**config.mk**
```make
export PLATFORM = sky130hd
export DESIGN_NAME = i2c_slave_responder
export DESIGN_NICKNAME = d
export VERILOG_FILES = /design/src/rtl/i2c_pkg.sv /design/src/rtl/i2c_line_sync.sv /design/src/rtl/i2c_slave_responder.sv
export SDC_FILE = /design/constraint.sdc
export NUM_CORES = 1
export LEC_CHECK = 0
export ABC_CLOCK_PERIOD_IN_PS = 3300
export BUFFER_PORTS_ARGS = -buffer_cell sky130_fd_sc_hd__buf_2
export CAP_MARGIN = 20
export CORE_MARGIN = 2
export CORE_UTILIZATION = 50
export DETAILED_ROUTE_END_ITERATION = 8
export HOLD_SLACK_MARGIN = 0.12
export PLACE_DENSITY = 0.71
export SLEW_MARGIN = 25
export SYNTH_ARGS = -nofsm -noshare
export SYNTH_HDL_FRONTEND = slang
export SYNTH_HIERARCHICAL = 1
export SYNTH_SLANG_ARGS = --single-unit
```
**constraint.sdc**
```tcl
create_clock -name clockIn -period 3.3 [get_ports clockIn]
set_input_delay 0.165 -clock clockIn [delete_from_list [all_inputs] [get_ports clockIn]]
set_output_delay 0.165 -clock clockIn [all_outputs]
set_load 0.03 [all_outputs]
```
**src/rtl/i2c_pkg.sv**
```systemverilog
// Shared types and constants for the I2C slave register responder.
// State encoding, byte length and address-byte R/W bit position.
package i2c_pkg;

    localparam int BIT_CNT = 8;
    localparam int RW_BIT  = 0;

    typedef enum logic [3:0] {
        ST_IDLE,
        ST_ADDR,
        ST_ADDR_ACK,
        ST_REG,
        ST_REG_ACK,
        ST_WDATA,
        ST_WDATA_ACK,
        ST_RDATA,
        ST_RDATA_ACK,
        ST_IGNORE
    } state_t;

endpackage

```
**src/rtl/i2c_line_sync.sv**
```systemverilog
// Two-flop synchronizers for SCL/SDA plus edge, START and STOP detection.
// START/STOP qualify on SCL being high for two consecutive samples.
module i2c_line_sync (
    input  logic clockIn,
    input  logic reset_n,
    input  logic sclIn,
    input  logic sdaIn,
    output logic sclRise,
    output logic sclFall,
    output logic startDet,
    output logic stopDet,
    output logic sdaSync
);

    logic [1:0] r_scl;
    logic [1:0] r_sda;
    logic       r_sclD;
    logic       r_sdaD;
    logic       w_scl;
    logic       w_sda;

    always_ff @(posedge clockIn or negedge reset_n) begin
        if (!reset_n) begin
            r_scl  <= 2'b11;
            r_sda  <= 2'b11;
            r_sclD <= 1'b1;
            r_sdaD <= 1'b1;
        end else begin
            r_scl  <= {r_scl[0], sclIn};
            r_sda  <= {r_sda[0], sdaIn};
            r_sclD <= r_scl[1];
            r_sdaD <= r_sda[1];
        end
    end

    assign w_scl    = r_scl[1];
    assign w_sda    = r_sda[1];
    assign sclRise  = w_scl & ~r_sclD;
    assign sclFall  = ~w_scl & r_sclD;
    assign startDet = w_scl & r_sclD & r_sdaD & ~w_sda;
    assign stopDet  = w_scl & r_sclD & ~r_sdaD & w_sda;
    assign sdaSync  = w_sda;

endmodule

```
**src/rtl/i2c_slave_responder.sv**
```systemverilog
// I2C slave exposing an 8-bit register pointer with write/read strobes.
// Read support is built only when I2C_SLAVE_READ_EN is defined.
module i2c_slave_responder
    import i2c_pkg::*;
#(
    parameter logic [6:0] SLAVE_ADDR = 7'h39,
    parameter int         REG_AW     = 8
) (
    input  logic              clockIn,
    input  logic              reset_n,
    input  logic              sclIn,
    input  logic              sdaIn,
    output logic              sdaPullLow,
    output logic [REG_AW-1:0] regAddr,
    output logic [7:0]        regWData,
    output logic              regWrite,
    input  logic [7:0]        regRData,
    output logic              regRead,
    output logic              busy
);

`ifdef I2C_SLAVE_READ_EN
    localparam logic L_RD = 1'b1;
`else
    localparam logic L_RD = 1'b0;
`endif
    localparam logic [3:0]        L_LAST = 4'(BIT_CNT);
    localparam logic [REG_AW-1:0] L_ONE  = REG_AW'(1);

    logic w_sclRise;
    logic w_sclFall;
    logic w_start;
    logic w_stop;
    logic w_sda;
    logic w_rx;
    logic w_match;
    logic [7:0] w_rdata;

    state_t            r_state;
    state_t            w_state;
    logic [3:0]        r_bitCnt;
    logic [3:0]        w_bitCnt;
    logic [7:0]        r_shift;
    logic [7:0]        w_shift;
    logic              r_pull;
    logic              w_pull;
    logic [REG_AW-1:0] r_addr;
    logic [REG_AW-1:0] w_addr;
    logic [7:0]        r_wdata;
    logic [7:0]        w_wdata;
    logic              r_write;
    logic              w_write;
    logic              r_read;
    logic              w_read;
    logic              r_busy;
    logic              w_busy;

    i2c_line_sync u_sync (
        .clockIn (clockIn),
        .reset_n (reset_n),
        .sclIn   (sclIn),
        .sdaIn   (sdaIn),
        .sclRise (w_sclRise),
        .sclFall (w_sclFall),
        .startDet(w_start),
        .stopDet (w_stop),
        .sdaSync (w_sda)
    );

`ifdef I2C_SLAVE_READ_EN
    assign w_rdata = regRData;
    assign regRead = r_read;
`else
    logic w_unused;
    assign w_rdata  = 8'h00;
    assign regRead  = 1'b0;
    assign w_unused = ^{regRData, r_read};
`endif

    assign w_rx = (r_state == ST_ADDR) || (r_state == ST_REG)
               || (r_state == ST_WDATA) || (r_state == ST_RDATA_ACK);
    // A read request is only acknowledged when read support is built in.
    assign w_match = (r_shift[7:1] == SLAVE_ADDR)
                  && (L_RD || !r_shift[RW_BIT]);

    always_ff @(posedge clockIn or negedge reset_n) begin
        if (!reset_n) begin
            r_state  <= ST_IDLE;
            r_bitCnt <= 4'd0;
            r_shift  <= 8'h00;
            r_pull   <= 1'b0;
            r_addr   <= '0;
            r_wdata  <= 8'h00;
            r_write  <= 1'b0;
            r_read   <= 1'b0;
            r_busy   <= 1'b0;
        end else begin
            r_state  <= w_state;
            r_bitCnt <= w_bitCnt;
            r_shift  <= w_shift;
            r_pull   <= w_pull;
            r_addr   <= w_addr;
            r_wdata  <= w_wdata;
            r_write  <= w_write;
            r_read   <= w_read;
            r_busy   <= w_busy;
        end
    end

    always_comb begin
        w_state  = r_state;
        w_bitCnt = r_bitCnt;
        w_shift  = r_shift;
        w_pull   = r_pull;
        w_addr   = r_addr;
        w_wdata  = r_wdata;
        w_write  = 1'b0;
        w_read   = 1'b0;
        w_busy   = r_busy;
        if (r_write) begin
            w_addr = r_addr + L_ONE;
        end
        if (r_read) begin
            w_shift = w_rdata;
            w_pull  = ~w_rdata[7];
        end
        if (w_stop) begin
            w_state  = ST_IDLE;
            w_bitCnt = 4'd0;
            w_pull   = 1'b0;
            w_busy   = 1'b0;
        end else if (w_start) begin
            w_state  = ST_ADDR;
            w_bitCnt = 4'd0;
            w_pull   = 1'b0;
        end else begin
            if (w_sclRise && (w_rx || r_state == ST_RDATA)) begin
                w_bitCnt = r_bitCnt + 4'd1;
                if (w_rx) begin
                    w_shift = {r_shift[6:0], w_sda};
                end
            end
            unique case (r_state)
                ST_ADDR: begin
                    if (w_sclFall && r_bitCnt == L_LAST) begin
                        w_bitCnt = 4'd0;
                        if (w_match) begin
                            w_state = ST_ADDR_ACK;
                            w_pull  = 1'b1;
                            w_busy  = 1'b1;
                        end else begin
                            w_state = ST_IGNORE;
                            w_pull  = 1'b0;
                            w_busy  = 1'b0;
                        end
                    end
                end
                ST_ADDR_ACK: begin
                    if (w_sclFall) begin
                        w_bitCnt = 4'd0;
                        w_pull   = 1'b0;
                        if (r_shift[RW_BIT]) begin
                            w_state = ST_RDATA;
                            w_read  = 1'b1;
                        end else begin
                            w_state = ST_REG;
                        end
                    end
                end
                ST_REG: begin
                    if (w_sclFall && r_bitCnt == L_LAST) begin
                        w_bitCnt = 4'd0;
                        w_addr   = REG_AW'(r_shift);
                        w_state  = ST_REG_ACK;
                        w_pull   = 1'b1;
                    end
                end
                ST_WDATA: begin
                    if (w_sclFall && r_bitCnt == L_LAST) begin
                        w_bitCnt = 4'd0;
                        w_wdata  = r_shift;
                        w_write  = 1'b1;
                        w_state  = ST_WDATA_ACK;
                        w_pull   = 1'b1;
                    end
                end
                ST_REG_ACK, ST_WDATA_ACK: begin
                    if (w_sclFall) begin
                        w_bitCnt = 4'd0;
                        w_state  = ST_WDATA;
                        w_pull   = 1'b0;
                    end
                end
                ST_RDATA: begin
                    if (w_sclFall && r_bitCnt == L_LAST) begin
                        w_bitCnt = 4'd0;
                        w_state  = ST_RDATA_ACK;
                        w_pull   = 1'b0;
                    end else if (w_sclFall) begin
                        w_shift = {r_shift[6:0], 1'b0};
                        w_pull  = ~r_shift[6];
                    end
                end
                ST_RDATA_ACK: begin
                    if (w_sclFall) begin
                        w_bitCnt = 4'd0;
                        if (!r_shift[0]) begin
                            w_state = ST_RDATA;
                            w_addr  = r_addr + L_ONE;
                            w_read  = 1'b1;
                        end else begin
                            w_state = ST_IGNORE;
                            w_busy  = 1'b0;
                        end
                    end
                end
                default: begin
                    w_pull = 1'b0;
                end
            endcase
        end
    end

    assign sdaPullLow = r_pull;
    assign regAddr    = r_addr;
    assign regWData   = r_wdata;
    assign regWrite   = r_write;
    assign busy       = r_busy;

endmodule

```
# Yosys cells after proc, flatten, opt, wreduce, memory -nomap -nowiden
# Cells that the tools add are included.
# op_classes
n_reduce_logical	18
n_mux	61
n_eq_ne	21
add_sub_neg	2
n_bitwise	14
# ops
cell	n
$mux 8	14
$mux 4	16
$pmux 4 s7	1
$mux 1	24
$eq 4x3->1 const B	4
$ne 4x1->1 const B	4
$pmux 8 s2	1
$ne 4x2->1 const B	3
$reduce_bool 9->1	1
$add 8x1->8 const B	1
$eq 4x2->1 const B	2
$eq 4x4->1 const B	2
$pmux 4 s2	1
$reduce_and 8->1	1
$reduce_or 4->1	2
$and 1x1->1	7
$eq 7x6->1 const B	1
$not 1->1	7
$ne 3x2->1 const B	2
$pmux 1 s5	1
$reduce_and 5->1	1
$add 4x1->4 const B	1
$eq 4x1->1 const B	1
$logic_or 1x1->1	4
other kinds (10)	14
# totals
register_bits	42
in_bits	12
elab_cells	129
output_inout_bits	20

# Logic depth before layout (Yosys ltp)
# Gate-level depths: netlist (run 1).
# depth
depth_word	12
ltp_mapped	7
depth_no_buf	7

# By module
# The synthesis (run 1) kept the hierarchy.
# modules_own_cells
mod	area_each_um2	instances	seq_area_each_um2	cells_per_inst
i2c_slave_responder	2287.2	1	900.9	243
i2c_line_sync	190.2	1	157.7	10

# Least setup slack after synthesis (run 1)
# No wires, ideal clock.
# synth_path
path_type	register to register
startpoint	reg u_sync.r_sda[1]
endpoint	reg r_wdata[0], in the netlist regWData[0]
required_time_ns	3.175
stages_incl_launch_ff	5
period_less_slack_ns	2.081
setup_slack_ns	1.219
arrival_time_ns	1.956
path_buffers	0
setup_ns	0.125
cell_sequence	dfstp_2 -> and4b_1 -> or2_0 -> nor4_4 -> mux2_2
# synth_via
elab_chain_len	4
elab_cells_between_ends	6
classes_between	5 x bitwise; 1 x reduce/logical
# synth_rtl
item	line_no	rtl
start: declaration	i2c_line_sync.sv:16	logic [1:0] r_sda;
start signal: assignment	i2c_line_sync.sv:30	r_sda <= {r_sda[0], sdaIn};
$not 1->1	i2c_line_sync.sv:40	assign startDet = w_scl & r_sclD & r_sdaD & ~w_sda;
$and 1x1->1	i2c_line_sync.sv:40	
via w_start	i2c_slave_responder.sv:32	logic w_start;
$not 1->1 (no source line)	--	
$reduce_and 4->1 (no source line)	--	
end signal: assignment	i2c_slave_responder.sv:103	r_wdata <= w_wdata;
end: declaration	i2c_slave_responder.sv:49	logic [7:0] r_wdata;
# The timed path passes the listed nets, and every way through them passes these cells.
# A chain may end at the register's enable or synchronous reset.

# Worst setup path after layout (run 1)
# layout_path
startpoint	reg r_state[1]
endpoint	reg r_shift[3]
# layout_via
elab_chain_len	12
elab_cells_between_ends	17
classes_between	5 x eq/ne; 7 x mux; 5 x reduce/logical
# layout_rtl
item	line_no	rtl
start: declaration	i2c_slave_responder.sv:39	state_t r_state;
start signal: assignment	i2c_slave_responder.sv:98	r_state <= w_state;
$eq 4x1->1 or $eq 4x2->1 (tied branches)	i2c_slave_responder.sv:80	assign w_rx = (r_state == ST_ADDR) || (r_state == ST_REG)
$logic_or 1x1->1	i2c_slave_responder.sv:80	
$logic_or 1x1->1 (2 in a row)	i2c_slave_responder.sv:81	|| (r_state == ST_WDATA) || (r_state == ST_RDATA_ACK);
$logic_or 1x1->1	i2c_slave_responder.sv:137	if (w_sclRise && (w_rx || r_state == ST_RDATA)) begin
$logic_and 1x1->1	i2c_slave_responder.sv:137	
$mux 8	i2c_slave_responder.sv:137	
$mux 8	i2c_slave_responder.sv:199	end else if (w_sclFall) begin
$mux 8	i2c_slave_responder.sv:195	if (w_sclFall && r_bitCnt == L_LAST) begin
$mux 8 *	i2c_slave_responder.sv:143	unique case (r_state)
$mux 8 *	i2c_slave_responder.sv:132	end else if (w_start) begin
$mux 8 *	i2c_slave_responder.sv:127	if (w_stop) begin
via w_shift[3]	i2c_slave_responder.sv:44	logic [7:0] w_shift;
end signal: assignment	i2c_slave_responder.sv:100	r_shift <= w_shift;
end: declaration	i2c_slave_responder.sv:43	logic [7:0] r_shift;
# Mark *: on every way through the listed nets, which the timed path passes. The rest lies on a longest branch.

==> results of run 1 <==
-- cell families (layout without fill, tap and decap cells) --
group                    after synthesis  after routing  synth area share
flip-flops                            42             42            0.4273
other                                  1              1          0.001514
multiplexers                          20             20           0.08838
AO/OA/AOI/OAI                         53             53            0.1434
XOR/XNOR                              14             14           0.04950
buffers and inverters                 15             40           0.02778
AND/OR/NAND/NOR                      103            103            0.2369
adder cells (fa/ha/maj)                5              5           0.02525
-- power breakdown --
part	internal (W)	leakage (nW)	switching (W)
combinational	0.000118	0.666	0.000109
sequential	0.000584	0.548	0.000110
clock	0.000172	0.0478	0.000190
-- final cells by class --
type	instances	area [sq um]	share of cell area
Inverter	5	18.77	0.006781
Timing Repair Buffer	27	157.7	0.05696
Clock inverter	2	16.27	0.005877
Multi-Input combinational cell	196	1350	0.4878
Clock buffer	6	82.58	0.02984
Sequential cell	42	1059	0.3825
Tap cell	67	83.83	0.03029
-- worst max-delay path, stage by stage (launching register included) --
cell     delay [ps]
dfrtp_1         660
nor4b_4         740
o21ai_2         180
a21oi_4         300
mux2_2          370
-- registers in the layout, indices dropped and copies added, names as in the netlist --
| name | flops |
|---|---|
| r_shift | 8 |
| regAddr | 8 |
| regWData | 8 |
| r_bitCnt | 4 |
| r_state | 4 |
| u_sync/r_scl | 2 |
| u_sync/r_sda | 2 |
| busy | 1 |
| r_read | 1 |
| regWrite | 1 |
| sdaPullLow | 1 |
| u_sync/r_sclD | 1 |
| u_sync/r_sdaD | 1 |
-- final timing paths --
check                                 from              end  slack, ps  depth (start not counted)
min                        u_sync/r_sda[0]  u_sync/r_sda[1]        360                          0
min reg2reg                u_sync/r_sda[0]  u_sync/r_sda[1]        360                          0
max in group asynchronous          reset_n  u_sync/r_scl[0]       2530                          2
max reg2reg                     r_state[1]       r_shift[3]        930                          4
max                             r_state[1]       r_shift[3]        930                          4
min in group asynchronous          reset_n       r_state[2]        370                          2
-- synth_stat cells, types with 6 or more instances --
master    number  area share
nand3_1        6       0.012
a21oi_1       12       0.024
dfrtp_1       36        0.36
dfstp_2        6       0.064
o21ai_0       10       0.020
nor2b_1       14       0.035
nand2b_1       6       0.015
nor3_1         7       0.014
mux2_2        15       0.068
nor2_1        26       0.039
xor2_1         9       0.032
o211ai_1       8       0.024
nand2_1       18       0.027
-- per-stage QoR --
| stage | cells | hold slack, ps | worst slack [ps] | utilization |
|---|---|---|---|---|
| after floorplan | 253 | -130.6 | 1219 | - |
| after detailed placement | 334 | 271.6 | 924.5 | 0.5545 |
| after global placement | 334 | 270.6 | 965.9 | 0.5545 |
| after global routing | 345 | 362.2 | 785.4 | 0.5821 |
| final | 345 | 360.1 | 934.0 | 0.5821 |
| after CTS | 345 | 360.9 | 921.3 | 0.5816 |
-- metal layers --
metal | GRT usage | vias up | part of all wire
met4 | 0.05556 | 0 | 0.013
li1 | - | 960 | -
met5 | 0 | - | 0
met1 | 0.3027 | 975 | 0.50
met2 | 0.2802 | 59 | 0.44
met3 | 0.04201 | 8 | 0.047
==> run_results.csv, run 1 <==
group,metric,value,unit
sta,tns,0,ps
clocking,cts.sinks,42,
final_layout,final_common_cell,"dfrtp_1",
yosys,synth-edff-count,0,
floorplanning,io_pins,32,
critical_path,required,3490,ps
final_layout,area_growth_syn_to_layout,11.72,%
sta,setup_violations,0,
final_layout,layout.nets,294,
grt,grt.overflow.total,0,
final_layout,fin_area,0.002768,sq mm
sta,slew_violations,0,
final_layout,n_antenna_cell,0,
route,antenna_left,0,
grt,antenna_found_initial,0,
clocking,cts_hold_buf,3,
placed_design,place_area,0.002636,sq mm
clocking,cts_setup_buffers,0,
flow_run,maxCapViolCount,0,
status,status,"finished, final reports clean",
pwr,power_density,463.8,mW/mm^2
clocking,cts_tree,"yes",
yosys,ys_seq_elements,42,
floorplanning,die_x,74.39,um
route,vias,2002,
floorplanning,core,0.004755,sq mm
sta,max-slew-margin-rel,0.5103,
placed_design,routabilityCongestion,0.8781,
clocking,h-tree-depth,2,
critical_path,startpoint_type,"register",
yosys,synth_area_per_cell,9.792,sq um
pwr,ir_drop,0.3994,mV
critical_path,crit_path_end_kind,"register",
route,viasPerCell,5.803,
grt,track_usage,0.1973,
yosys,synth_cell_types,54,
min_path,hold_class,"register to register",
floorplanning,num_rows,25,
sta,max_freq,422.7,MHz
sta,tightestPinTransition,734.5,ps
route,drc,0,
yosys,yosysWarnings,6,
final_layout,drive_gt1_frac,0.2302,
route,drt_iter0_drc,160,
pwr,p_total,0.001284,W
floorplanning,initial_core_util,0.5211,
critical_path,crit_type,"register to register",
grt,grt_pass1_vias,1749,
sta,hold_viol_final,0,
floorplanning,design.die.area,0.005534,sq mm
floorplanning,dieHeight,74.39,um
clocking,numCtsBuffers,5,
final_layout,layout_common_cells,"dfrtp_1, nor2_1, buf_2",
route,dr.pass1.iters,6,
grt,grt_max_degree,43,
grt,grt_pass1_wl,8445,um
route,wl_per_cell,15.00,um
placed_design,dpl.hpwl,3528,um
sta,skew,5.394,ps
route,drt_wl_total,5176,um
sta,grt_setup_unrepaired,"no",
yosys,synthCells,253,
sta,finalCritPeriodShare,0.7170,
clocking,cts-resized-gates,0,
placed_design,io_buffers,22,
clocking,cts-root-buf,"clkbuf_8",
clocking,insertion_delay,300,ps
yosys,synth_async_sr_flop_share,1.000,
yosys,synth_ff_type,"dfrtp_1",
clocking,clock_path_buffers,2,
yosys,syn_area,0.002477,sq mm
critical_path,critPathMaxFanout,20,
pwr,p_leak,1.263,nW
yosys,seq_area_frac_synth,0.4273,
critical_path,worstPathArrival,2550,ps
final_layout,fillerInstances,429,
yosys,syn-num-nets,270,
clocking,clk_pin_slew,80,ps
sta,min_period,2366,ps
Note: power is estimated with default switching activity, not from simulation.
==> inputs of run 2 (changes only) <==
- ABC_CLOCK_PERIOD_IN_PS: 3300 -> 2400
- clock period: 3.3 -> 2.4 ns (I/O delays scaled with it)
==> run 2 against run 1 <==
Against the previous run: utilization increased by 2.0 points; via count up 2.1%; die area unchanged; clock power grew 61%; critical path depth is 1 higher; setup slack worse by 710 ps; sequential cell count unchanged.
==> run_results.csv, run 2 (same netlist as run 1, synthesis figures left out) <==
group,metric,value,unit
grt,antenna_found_initial,0,
route,drt_wl_total,5384,um
critical_path,r2r_end,"regWData[0]",
floorplanning,design.die.area,0.005534,sq mm
floorplanning,io_pins,32,
pwr,clkPwrFrac,0.312,
critical_path,required,2580,ps
pwr,total_switching_power,0.0005766,W
route,dr.pass1.iters,4,
final_layout,layout.nets,304,
critical_path,critPathMaxFanout,9,
min_path,hold_class,"primary input to asynchronous set/reset pin",
pwr,p_leak,1.322,nW
pwr,switching_share,0.3079,
critical_path,worstPathArrival,2350,ps
floorplanning,die_x,74.39,um
route,drc,0,
pwr,internal-power,0.001296,W
grt,met2_usage,0.3117,
pwr,ir_drop,0.4676,mV
critical_path,path_cells,"and4b_1 -> or2_0 -> nor4_4 -> buf_4 -> mux2_2",
pwr,combPwrFrac,0.187,
grt,top_usage_layer,"met1",
sta,tightestPinTransition,550.4,ps
clocking,numCtsBuffers,5,
placed_design,place_ws,237.2,ps
status,status,"finished, final reports clean",
clocking,cts.sinks,42,
pwr,p_total,0.001873,W
final_layout,layout_common_cells,"dfrtp_1, nor2_1, buf_2",
grt,grt_max_degree,43,
final_layout,drive_gt1_frac,0.2569,
sta,slew_violations,0,
final_layout,n_antenna_cell,0,
clocking,cts_tree,"yes",
sta,finalCritPeriodShare,0.9048,
final_layout,fin_area,0.002861,sq mm
critical_path,max_stage_delay,560,ps
critical_path,crit_path_end_kind,"register",
placed_design,io_buffers,22,
critical_path,crit_family,"simple AND/OR/NAND/NOR gates",
sta,max-slew-margin-rel,0.6315,
sta,max_freq,460.5,MHz
sta,hold_viol_final,0,
placed_design,routabilityCongestion,0.9102,
floorplanning,initial_core_util,0.5211,
flow_run,maxCapViolCount,0,
critical_path,crit_slowest_cell,"dfstp_2",
grt,grtUsageMet3,0.04336,
placed_design,dpl.hpwl,3801,um
clocking,h-tree-depth,2,
sta,min_period,2172,ps
final_layout,final_common_cell,"dfrtp_1",
grt,grt_pass1_wl,8942,um
floorplanning,core,0.004755,sq mm
clocking,cts-resized-gates,0,
placed_design,place_area,0.002711,sq mm
grt,track_usage,0.2113,
clocking,cts-root-buf,"clkbuf_8",
critical_path,r2r_setup_slack,230,ps
route,vias,2044,
critical_path,path_buf_inv,1,
route,antenna_left,0,
floorplanning,num_rows,25,
grt,grt_pass1_vias,1863,
final_layout,area_growth_syn_to_layout,15.50,%
floorplanning,dieHeight,74.39,um
critical_path,startpoint_type,"register",
route,drt_iter0_drc,168,
clocking,clk_pin_slew,90,ps
route,wl_per_cell,15.17,um
grt,grt.overflow.total,0,
critical_path,r2r_start,"u_sync/r_sda[1]",
sta,setup_violations,0,
final_layout,fin_util,0.6018,
clocking,insertion_delay,300,ps
sta,skew,10.52,ps
sta,tns,0,ps
route,viasPerCell,5.758,
critical_path,ff2ff_path_depth,5,
sta,setup_slack,228.4,ps
pwr,seqPwrFrac,0.501,
grt,grt_use_met1,0.3172,
clocking,clock_path_buffers,2,
critical_path,crit_type,"register to register",
pwr,power_density,654.5,mW/mm^2
sta,grt_setup_unrepaired,"no",
-- run 2: per-stage QoR --
stage / hold slack, ps / instances
global route: 361.6 / 355
global placement: 225.9 / 344
floorplan: -175.6 / 253
finish: 336.1 / 355
CTS: 360.6 / 355
detailed placement: 226.2 / 344
-- run 2: worst max path at each step --
stage,from,end,slack (ps),cells after the start
3_5_place_dp,u_sync/r_sda[1],regWData[1],240,5
5_1_grt,u_sync/r_sda[1],regWData[1],160,5
4_1_cts,u_sync/r_sda[1],regWData[0],230,5
6_report,u_sync/r_sda[1],regWData[0],230,5
3_3_place_gp,u_sync/r_sda[1],regWData[4],270,5
2_1_floorplan,u_sync/r_sda[1],regWData[0],320,4
-- run 2: worst reg2reg max path: cells and delay by family (launching register included) --
| kind | cells | cell delay (ps) |
|---|---|---|
| muxes | 1 | 350 |
| DFF | 1 | 560 |
| buffers and inverters | 1 | 210 |
| and+or+nand+nor | 3 | 940 |
-- run 2: final cells by class --
cell class              count  area [sq um]
repair buffers             37         232.7
fillers                   417          1893
clock inverters             3         48.80
well taps                  67         83.83
clock buffers               5         68.82
multi-input cells         196          1350
flip-flops and latches     42          1059
inverters                   5         18.77
-- run 2: timing repair --
item                      CTS  global route
hold endpoints to repair   38             0
hold buffers                3             0
buffers inserted            0             0
-- run 2: power by group through the flow --
stage	clock network, W	logic, W	registers (W)
after floorplan	0	0.000273	0.000897
after global placement	0	0.000334	0.000946
after detailed placement	0	0.000346	0.000949
after CTS	0.000594	0.000351	0.000935
after global routing	0.000624	0.000398	0.000952
final	0.000584	0.000351	0.000938
-- run 2: metal layers --
layer / wire length [um] / vias up / part of all wire
met5: 0 / - / 0
met4: 59 / 0 / 0.011
met3: 193 / 6 / 0.036
met2: 2471 / 43 / 0.46
met1: 2660 / 1015 / 0.49
li1: - / 980 / -
==> inputs of run 3 (changes only) <==
- CTS_BUF_LIST: unset -> sky130_fd_sc_hd__clkbuf_16
==> run 3 against run 2 <==
Against the previous run: critical path depth stayed put; sequential share of layout area fell by 0.71 points; die area stayed put; final area grew 2.0%; sequential cell count stayed put; routed wire length is 0.20% higher; clock-buffer cell count stayed put; largest power group unchanged.
==> run_results.csv, run 3 (same netlist as run 1, synthesis figures left out) <==
group,metric,value,unit
final_layout,final_common_cell,"dfrtp_1",
grt,grt_max_degree,43,
critical_path,critPathMaxFanout,9,
pwr,total_switching_power,0.0005965,W
final_layout,drive_gt1_frac,0.2569,
placed_design,dpl.hpwl,3801,um
grt,grt_pass1_wl,8956,um
critical_path,crit_path_end_kind,"register",
sta,tns,0,ps
final_layout,area_growth_syn_to_layout,17.78,%
clocking,insertion_delay,280,ps
grt,track_usage,0.2103,
floorplanning,io_pins,32,
grt,grt_pass1_vias,1896,
route,vias,2018,
grt,grt.overflow.total,0,
sta,hold_viol_final,0,
route,viasPerCell,5.685,
route,drt_iter0_drc,194,
route,antenna_left,0,
critical_path,ff2ff_path_depth,5,
clocking,cts-root-buf,"clkbuf_16",
critical_path,max_stage_delay,550,ps
placed_design,place_area,0.002711,sq mm
placed_design,io_buffers,22,
critical_path,r2r_start,"u_sync/r_sda[1]",
critical_path,r2r_setup_slack,240,ps
final_layout,layout_common_cells,"dfrtp_1, nor2_1, buf_2",
final_layout,fin_area,0.002918,sq mm
critical_path,required,2560,ps
final_layout,multi_input_area,0.001350,sq mm
critical_path,r2r_end,"regWData[1]",
route,drt_wl_total,5395,um
clocking,clock_path_buffers,2,
floorplanning,dieHeight,74.39,um
floorplanning,num_rows,25,
critical_path,startpoint_type,"register",
floorplanning,initial_core_util,0.5211,
status,status,"finished, final reports clean",
route,dr.pass1.iters,4,
final_layout,fin_util,0.6137,
sta,worst_hold_slack,355.6,ps
sta,min_period,2158,ps
flow_run,maxCapViolCount,0,
critical_path,worstPathArrival,2320,ps
pwr,combPwrFrac,0.171,
critical_path,path_cells,"and4b_1 -> or2_0 -> nor4_4 -> buf_4 -> mux2_2",
sta,tightestPinTransition,561.5,ps
clocking,clk_pin_slew,60,ps
sta,setup_violations,0,
sta,skew,6.915,ps
floorplanning,design.die.area,0.005534,sq mm
critical_path,crit_slowest_cell,"dfstp_2",
clocking,cts_tree,"yes",
clocking,numCtsBuffers,5,
final_layout,layout.nets,304,
critical_path,crit_type,"register to register",
clocking,h-tree-depth,2,
sta,finalCritPeriodShare,0.8991,
sta,slew_violations,0,
sta,grt_setup_unrepaired,"no",
route,drc,0,
pwr,seqPwrFrac,0.452,
pwr,p_leak,1.348,nW
pwr,switching_share,0.2875,
clocking,cts.sinks,42,
min_path,hold_class,"primary input to asynchronous set/reset pin",
sta,max_freq,463.4,MHz
pwr,internal-power,0.001478,W
placed_design,routabilityCongestion,0.9102,
clocking,cts_setup_buffers,0,
sta,max-slew-margin-rel,0.6241,
final_layout,fillerInstances,410,
pwr,power_density,711.1,mW/mm^2
pwr,ir_drop,0.5240,mV
floorplanning,core,0.004755,sq mm
floorplanning,die_x,74.39,um
route,wl_per_cell,15.20,um
final_layout,seq_area,0.001059,sq mm
pwr,clkPwrFrac,0.377,
grt,antenna_found_initial,0,
final_layout,n_antenna_cell,0,
run 3: area by class of cell:
type | count | area share
Inverter | 5 | 0.006432
Tap cell | 67 | 0.02873
Clock buffer | 5 | 0.04288
Clock inverter | 3 | 0.01672
Multi-Input combinational cell | 196 | 0.4627
Timing Repair Buffer | 37 | 0.07976
Sequential cell | 42 | 0.3628
run 3: power by group through the flow:
| stage | clock [W] | sequential [W] | combinational [W] |
|---|---|---|---|
| 2_1_floorplan | 0 | 0.000897 | 0.000273 |
| 3_3_place_gp | 0 | 0.000946 | 0.000334 |
| 3_5_place_dp | 0 | 0.000949 | 0.000346 |
| 4_1_cts | 0.000792 | 0.000937 | 0.000354 |
| 5_1_grt | 0.000821 | 0.000953 | 0.000401 |
| 6_report | 0.000782 | 0.000939 | 0.000354 |
run 3: per-stage QoR:
step | power [W] | setup slack, ps | cells
final | 0.002075 | 242.2 | 355
after global routing | 0.002175 | 158.4 | 355
after CTS | 0.002083 | 228.3 | 355
after detailed placement | 0.001295 | 237.2 | 344
after global placement | 0.001280 | 269.8 | 344
after floorplan | 0.001170 | 319.1 | 253
run 3: per-layer routing:
metal  vias up  wire [um]  global-route usage
li1        982          -                   -
met1       996       2648              0.3114
met2        38       2551              0.3206
met3         2        167             0.03523
met4         0         27             0.05754
met5         -          0                   0
run 3: worst max path at each step:
stage / startpoint / end / slack (ps) / cells past startpoint
final: u_sync/r_sda[1] / regWData[1] / 240 / 5
after global routing: u_sync/r_sda[1] / regWData[1] / 160 / 5
after CTS: u_sync/r_sda[1] / regWData[0] / 230 / 5
after detailed placement: u_sync/r_sda[1] / regWData[1] / 240 / 5
after global placement: u_sync/r_sda[1] / regWData[4] / 270 / 5
after floorplan: u_sync/r_sda[1] / regWData[0] / 320 / 4
run 3: critical path: cells and delay by family (launching register included):
kind                   cells  cell delay (ps)
AND/OR/NAND/NOR            3              920
multiplexers               1              350
flip-flops                 1              550
buffers and inverters      1              210
run 3: what timing repair did:
item | 4_1_cts | 5_1_grt
hold buffers | 3 | 0
gates resized for setup | 0 | 0
endpoints found under the hold margin | 38 | 0
endpoints found under the setup margin | 0 | 0
